`config.mk`:
```
export PLATFORM = sky130hd
export DESIGN_NAME = phase_ctrl
export DESIGN_NICKNAME = d
export VERILOG_FILES = /design/src/rtl/phase_ctrl.sv
export SDC_FILE = /design/constraint.sdc
export NUM_CORES = 1
export LEC_CHECK = 0
export BUFFER_PORTS_ARGS = -buffer_cell sky130_fd_sc_hd__buf_2
export CORE_MARGIN = 2
export CORE_UTILIZATION = 25
export CTS_CLUSTER_SIZE = 30
export DETAILED_ROUTE_END_ITERATION = 8
export PLACE_DENSITY = 0.47
export SYNTH_ARGS = -nofsm -noshare
export SYNTH_HDL_FRONTEND = slang
export SYNTH_SLANG_ARGS = --single-unit
```
`constraint.sdc`:
```
create_clock -name clock -period 2.29 [get_ports clock]
set_input_delay 0.458 -clock clock [delete_from_list [all_inputs] [get_ports clock]]
set_output_delay 0.458 -clock clock [all_outputs]
set_load 0.1 [all_outputs]
```
`src/rtl/phase_ctrl.sv`:
```
// Six-phase instruction sequencer: IDLE/FETCH/DECODE/EXEC/MEM/WB.
// Define PHASE_CTRL_TIMEOUT_EN to bound memory waits at 16 cycles.
module phase_ctrl #(
  parameter logic [31:0] RESET_PC = 32'h0000_0000
) (
  input  logic        clock,
  input  logic        reset,
  input  logic        run,
  input  logic        halt,
  input  logic        mem_ready,
  input  logic        is_mem,
  input  logic        branch_taken,
  input  logic [31:0] branch_target,
  output logic [31:0] pc,
  output logic [2:0]  tick,
  output logic        fetch_en,
  output logic        decode_en,
  output logic        exec_en,
  output logic        mem_en,
  output logic        wb_en,
  output logic        mem_req,
  output logic        busy,
  output logic [15:0] instr_count,
  output logic        mem_timeout
);

  typedef enum logic [2:0] {
    S_IDLE   = 3'd0,
    S_FETCH  = 3'd1,
    S_DECODE = 3'd2,
    S_EXEC   = 3'd3,
    S_MEM    = 3'd4,
    S_WB     = 3'd5
  } state_e;

  state_e      state_q, state_d;
  logic [31:0] pc_q, pc_d;
  logic [15:0] cnt_q, cnt_d;
  logic        expire;

  assign tick        = state_q;
  assign fetch_en    = (state_q == S_FETCH);
  assign decode_en   = (state_q == S_DECODE);
  assign exec_en     = (state_q == S_EXEC);
  assign mem_en      = (state_q == S_MEM);
  assign wb_en       = (state_q == S_WB);
  assign mem_req     = fetch_en | mem_en;
  assign busy        = (state_q != S_IDLE);
  assign pc          = pc_q;
  assign instr_count = cnt_q;

  always_comb begin
    state_d = state_q;
    pc_d    = pc_q;
    cnt_d   = cnt_q;
    unique case (state_q)
      S_IDLE:   if (run) state_d = S_FETCH;
      S_FETCH:  if (mem_ready) state_d = S_DECODE;
      S_DECODE: state_d = S_EXEC;
      S_EXEC:   state_d = is_mem ? S_MEM : S_WB;
      S_MEM:    if (mem_ready) state_d = S_WB;
      S_WB: begin
        pc_d    = branch_taken ?
                  {branch_target[31:2], 2'b00} :
                  pc_q + 32'd4;
        cnt_d   = cnt_q + 16'd1;
        state_d = halt ? S_IDLE : S_FETCH;
      end
      default:  state_d = S_IDLE;
    endcase
    // An expired wait abandons the instruction without retiring it
    if (expire) state_d = S_IDLE;
  end

  always_ff @(posedge clock or negedge reset) begin
    if (!reset) begin
      state_q <= S_IDLE;
      pc_q    <= RESET_PC;
      cnt_q   <= '0;
    end else begin
      state_q <= state_d;
      pc_q    <= pc_d;
      cnt_q   <= cnt_d;
    end
  end

`ifdef PHASE_CTRL_TIMEOUT_EN
  logic [3:0] wait_q, wait_d;
  logic       to_q, to_d;
  logic       waiting;

  assign waiting     = mem_req & ~mem_ready;
  assign expire      = waiting & (wait_q == 4'hF);
  assign mem_timeout = to_q;

  always_comb begin
    wait_d = '0;
    to_d   = to_q;
    if (waiting && !expire) wait_d = wait_q + 4'd1;
    if (expire) to_d = 1'b1;
    else if (state_q == S_IDLE && run) to_d = 1'b0;
  end

  always_ff @(posedge clock or negedge reset) begin
    if (!reset) begin
      wait_q <= '0;
      to_q   <= 1'b0;
    end else begin
      wait_q <= wait_d;
      to_q   <= to_d;
    end
  end
`else
  assign expire      = 1'b0;
  assign mem_timeout = 1'b0;
`endif

endmodule

```
Yosys cells after proc, flatten, opt, wreduce, memory -nomap -nowiden --
Index checks and enable logic that the tools add are counted.
Cells by class: reductions and logical operators 3, eq/ne operators 8, add/subtract/negate cells 2, bitwise operators 1, mux-type cells 7
Operators with widths (count):
- 32-bit by 3-bit adder with 32-bit output, second input constant | 1
- 32-bit 2-to-1 mux | 1
- 3-bit one-hot mux with 6 select lines | 1
- 16-bit by 1-bit adder with 16-bit output, second input constant | 1
- 3-bit 2-to-1 mux | 3
- 3-bit by 2-bit == test with 1-bit output, second input constant | 2
- 3-bit == test, second input constant | 2
- 2-bit inequality test, second input constant | 3
- 3-bit by 1-bit == test with 1-bit output, second input constant | 1
- 3-bit zero test | 1
- 3-bit AND reduction | 1
- 3-bit nonzero test | 1
- 1-bit 2-to-1 mux | 2
- 1-bit OR | 1
Word-level totals: bits in registers 51, bits of input ports 39, word-level logic and storage cells 24, output and inout bits 59

Logic depth before layout (Yosys ltp) --
depth in word-level cells 3, mapped depth 6, depth with buffers taken out 5

Least setup slack after synthesis --
OpenSTA, ideal clock, no wires.
kind reg-to-output, start point reg state_q[1] (netlist: tick[1]), end point out decode_en, arrival 3.462 ns, path buffers 1, stages on the path, launching flop included 3, setup slack -1.630 ns, data required time 1.832 ns, path through dfrtp_1 clkbuf_1 nor3b_1
Between the ends: word-level cells in the longest chain between the ends 1
RTL lines:
- start, declared | line 36 | state_e state_q, state_d;
- start signal, assigned | line 81 | state_q <= state_d;
- 3-bit by 2-bit == test with 1-bit output | line 43 | assign decode_en = (state_q == S_DECODE);
- end, declared | line 17 | output logic decode_en,
Every way passes these cells.

Worst setup path in the final report --
start point reg state_q[2] (netlist: tick[2]), end point out wb_en
Between the ends: word-level cells in the longest chain between the ends 1
RTL lines:
- 3-bit == test | line 46 | assign wb_en = (state_q == S_WB);
- end, declared | line 20 | output logic wb_en,
Every way passes these cells.

==> impl_summary.md <==
Critical path
The worst reg-to-reg setup slack is between 400 and 500 ps. The arrival time of the worst setup path is roughly 1700 ps. Along the worst path, the maximum fanout reaches 13. Walking the worst path, the cells encountered are nand3b_1 -> clkinv_1 -> buf_2. In this design, the stage delay of the slowest critical-path cell is between 500 and 600 ps. The worst setup path is of the flip-flop to output pin kind.

The buffering stage count on the worst path with inverters included is 2. The startpoint type of the worst setup path is a flip-flop. The capturing element type of the critical path is an output pin.

The critical path crosses 3 cells after its start point. The startpoint of the worst-slack reg-to-reg timing path is pc[2]. The reg-to-reg endpoint is pc[30]. The kind of cell adding the most delay to the critical path is buffers and inverters. Counting cells, the worst reg-to-reg path comes to 5. The slowest stage of the critical path belongs to the cell dfrtp_2. The critical path required time is 1830 ps.

GRT
The total routing resource utilization after global routing is 14.0%. The number of antenna violations at the first check in global routing is 0. For this run the aggregate overflow at the end of global routing stands at 0. The pin count of the biggest net entering global routing is 41. The via count of the first global-routing pass is between 2000 and 3000.

The first-pass GRT wire length is around 14000 um.

Route
Once detail routing completed, the nets flagged for antenna violations numbered 0. The pre-antenna-repair detailed-routing pass consisted of 4 iterations. The post-route DRC violation count is 0.

Dividing the detail-routed wire length by the instance count gives about 16 um. The total vias in the final route is between 3000 and 4000. Dividing the detail-routed via count by the number of cells gives ~5.2. Summed over all layers, the routed wires come to 9080 um.

The DRC marker count from the first detailed-route iteration is between 200 and 250.

Clocking
CTS placed an instance of clkbuf_16 at the clock tree root. The number of clock sinks is 49. The maximum clock insertion buffer count is 2. The CTS tree is done. Hold repair after CTS inserted 0 buffers. The number of clock buffers inserted by TritonCTS is 5. The H-tree depth is 2. The number of setup buffers added after CTS is 0. After clock tree synthesis, the clock-pin slew on the worst setup and hold paths is 70 ps. The latest clock arrival within the worst-skew pair is between 200 and 300 ps. The quantity of gates resized following cts is 0.

Placement
Routability-driven placement finished with a final weighted congestion of between 0.7 and 0.8. The minimum setup slack after placement is approximately 400 ps. Detailed placement ended at an HPWL of ~6600 um. During placement, the flow inserted port buffers numbering between 90 and 100. The cell area after placement is around 3700 um2.

Cells and area
The area growth from synthesis to layout is 28.6%. At the end of the flow the core is filled with cells to about 33%. After filler insertion, the fill cell instance count of the layout stands at between 1000 and 1500. The register area is about 1300 um2. The area used by multi-input combinational logic is around 1600 um2. The fraction of layout cells with a size suffix above 1 is between 30% and 40%. The number of antenna diodes in the final layout is 0. The net count of the finished layout is roughly 470. The cell area after layout is approximately 3900 um2.

Timing
Setup violations remaining at the end of the flow were counted as 0. The worst hold-check slack is 182 ps. Between clock sinks in the finished design, the worst skew comes to 5.45 ps. Based on the critical path, the design can be clocked at up to 458 MHz. Summed over all failing endpoints, the final setup total negative slack is 0 ps. The share of the clock period used by the worst path is a little over nine tenths.

The worst relative slew slack is between 50% and 60%. The worst path meets setup with 108 ps of slack. Setup repair after global routing left no endpoint under its margin. The count of final max-slew check failures is 0. The measured slew at the worst slew-check pin is 621 ps. The worst path needs between 2000 and 2500 ps of the cycle, external delays included.

The final count of hold timing violations is 0.

Logic synthesis
Ranked by instance count, the synthesized netlist is headed by dfrtp_1, o21ai_0, nand2_1. In the synthesized netlist, the number of instances is ~340. In the post-synthesis netlist, the cell with the most instances is dfrtp_1. The largest total area in the synthesized netlist belongs to dfrtp_1.

The synthesized area divided by synthesized cell count is 8.72 um2. Yosys mapped a number of flops with a built-in enable equal to 0. The number of distinct library cells after synthesis is 56.

In the synthesized netlist the async set-or-reset flop fraction comes to between 90% and 100%. Ranked by total cell area, the synthesized netlist is headed by dfrtp_1, o21ai_0, a21oi_1. The share of the Yosys chip area taken by registers is between 40% and 50%. The post-synthesis instance area is 3000 um2. Counting flops and latches in the post-synthesis netlist gives about 50. Of the post-synthesis cell area, the dominant cell type holds approximately two fifths. The top flip-flop cell by instance count after synthesis is dfrtp_1. During synthesis, Yosys emitted a total of 0 warnings.

Power and ir drop
In this run, flip-flops and latches consume between 20% and 30% of the power. The cell-internal power is around 2200 uW. For this design the total switching power over the nets is between 3000 and 4000 uW.

The switching part of the total power is ~63%. The clock power share is between 10 and 15%. Summed over all cells, the static leakage comes to ~0.0017 uW.

Combinational cells account for approximately three fifths of the total power. Dividing total power by cell area gives a power density of 1540 nW/um2. The highest ir drop seen on vdd is around 1.2 mV.

Floorplanning
The core area is 11900 um2. The area enclosed by the die boundary is between 10000 and 15000 um2. In this run the horizontal extent of the chip is 114 um.

The site row count is 40. The die is about 110 um tall. For this configuration, the core starts out at a cell density of around 25%.

The number of primary I/O pins is 98.

Flow run
The reported max-cap violation count is 0.

Outcome
The flow ran to the end, and the final reports show no timing, DRC or antenna violations.

Min path
The class of the tightest hold or removal check is primary input to asynchronous set/reset pin.
## worst register-to-register path, stage by stage (launching register included)
cell and delay, ps:
dfrtp_2 420, ha_1 240, and3_1 260, nand4_4 90, or4_1 540, a211oi_1 240
## through the flow
step	total power [uW]	instances
6_report	5950	581
4_1_cts	5980	581
5_1_grt	6230	581
3_3_place_gp	5220	573
3_5_place_dp	5240	573
2_1_floorplan	4600	346
## kinds of logic (layout without fill, tap and decap cells)
family,after synthesis,in the layout,synth area share (%)
XOR/XNOR,15,15,4.38
flip-flops,49,49,40.9
multiplexers,2,2,0.668
other,1,3,0.125
AO/OA/AOI/OAI,92,92,19.6
AND/OR/NAND/NOR,147,147,27.8
adder cells (fa/ha/maj),2,2,0.834
buffers and inverters,36,124,5.71
## cell type report
| cell class | instances | share of cell area [%] |
|---|---|---|
| Clock inverter | 3 | 0.454 |
| Tap cell | 147 | 4.77 |
| Clock buffer | 5 | 3.24 |
| Inverter | 9 | 0.973 |
| Sequential cell | 49 | 32.6 |
| Multi-Input combinational cell | 261 | 42.7 |
| Timing Repair Buffer | 107 | 15.2 |
## state kept, by name, indices dropped and copies added, names as in the netlist
| register | cells |
|---|---|
| instr_count | 16 |
| tick | 3 |
| pc | 30 |
## cells in the final DEF (no fill, tap or decap), types with 3 or more instances in the layout
master / n
a211oi_1: 7
a21oi_1: 22
a311oi_1: 7
a31oi_1: 3
and3_1: 11
and4_1: 4
buf_2: 92
buf_4: 14
clkbuf_16: 5
conb_1: 3
dfrtp_1: 23
dfrtp_2: 26
inv_1: 7
nand2_1: 25
nand3_1: 22
nand3b_1: 3
nand4_1: 13
nor2_1: 19
nor3_1: 14
nor4_1: 9
o21ai_0: 30
o31ai_1: 3
or3_1: 9
xnor2_1: 11
xor2_1: 4
## worst max path at each step
stage	start	endpoint	slack, ps
after global placement	pc[2]	pc[26]	420
after detailed placement	tick[2]	wb_en	400
after floorplan	tick[1]	decode_en	-20
after global routing	tick[2]	wb_en	30
after CTS	tick[2]	wb_en	90
final	tick[2]	wb_en	110
## metal layers
layer  wire length [um]  up-vias  global-route usage [%]
met5                  0        -                       0
li1                   -     1483                       -
met1               4350     1450                    20.1
met2               4200       78                    21.8
met3                372       12                    2.34
met4                151        0                    3.82
## power by group through the flow
stage	registers, uW	logic (uW)	clock network [uW]
2_1_floorplan	3340	1270	0
3_5_place_dp	1640	3600	0
5_1_grt	1690	3750	793
6_report	1620	3580	739
3_3_place_gp	1630	3590	0
4_1_cts	1620	3600	759
No activity file was read; power rests on OpenSTA's default activity.
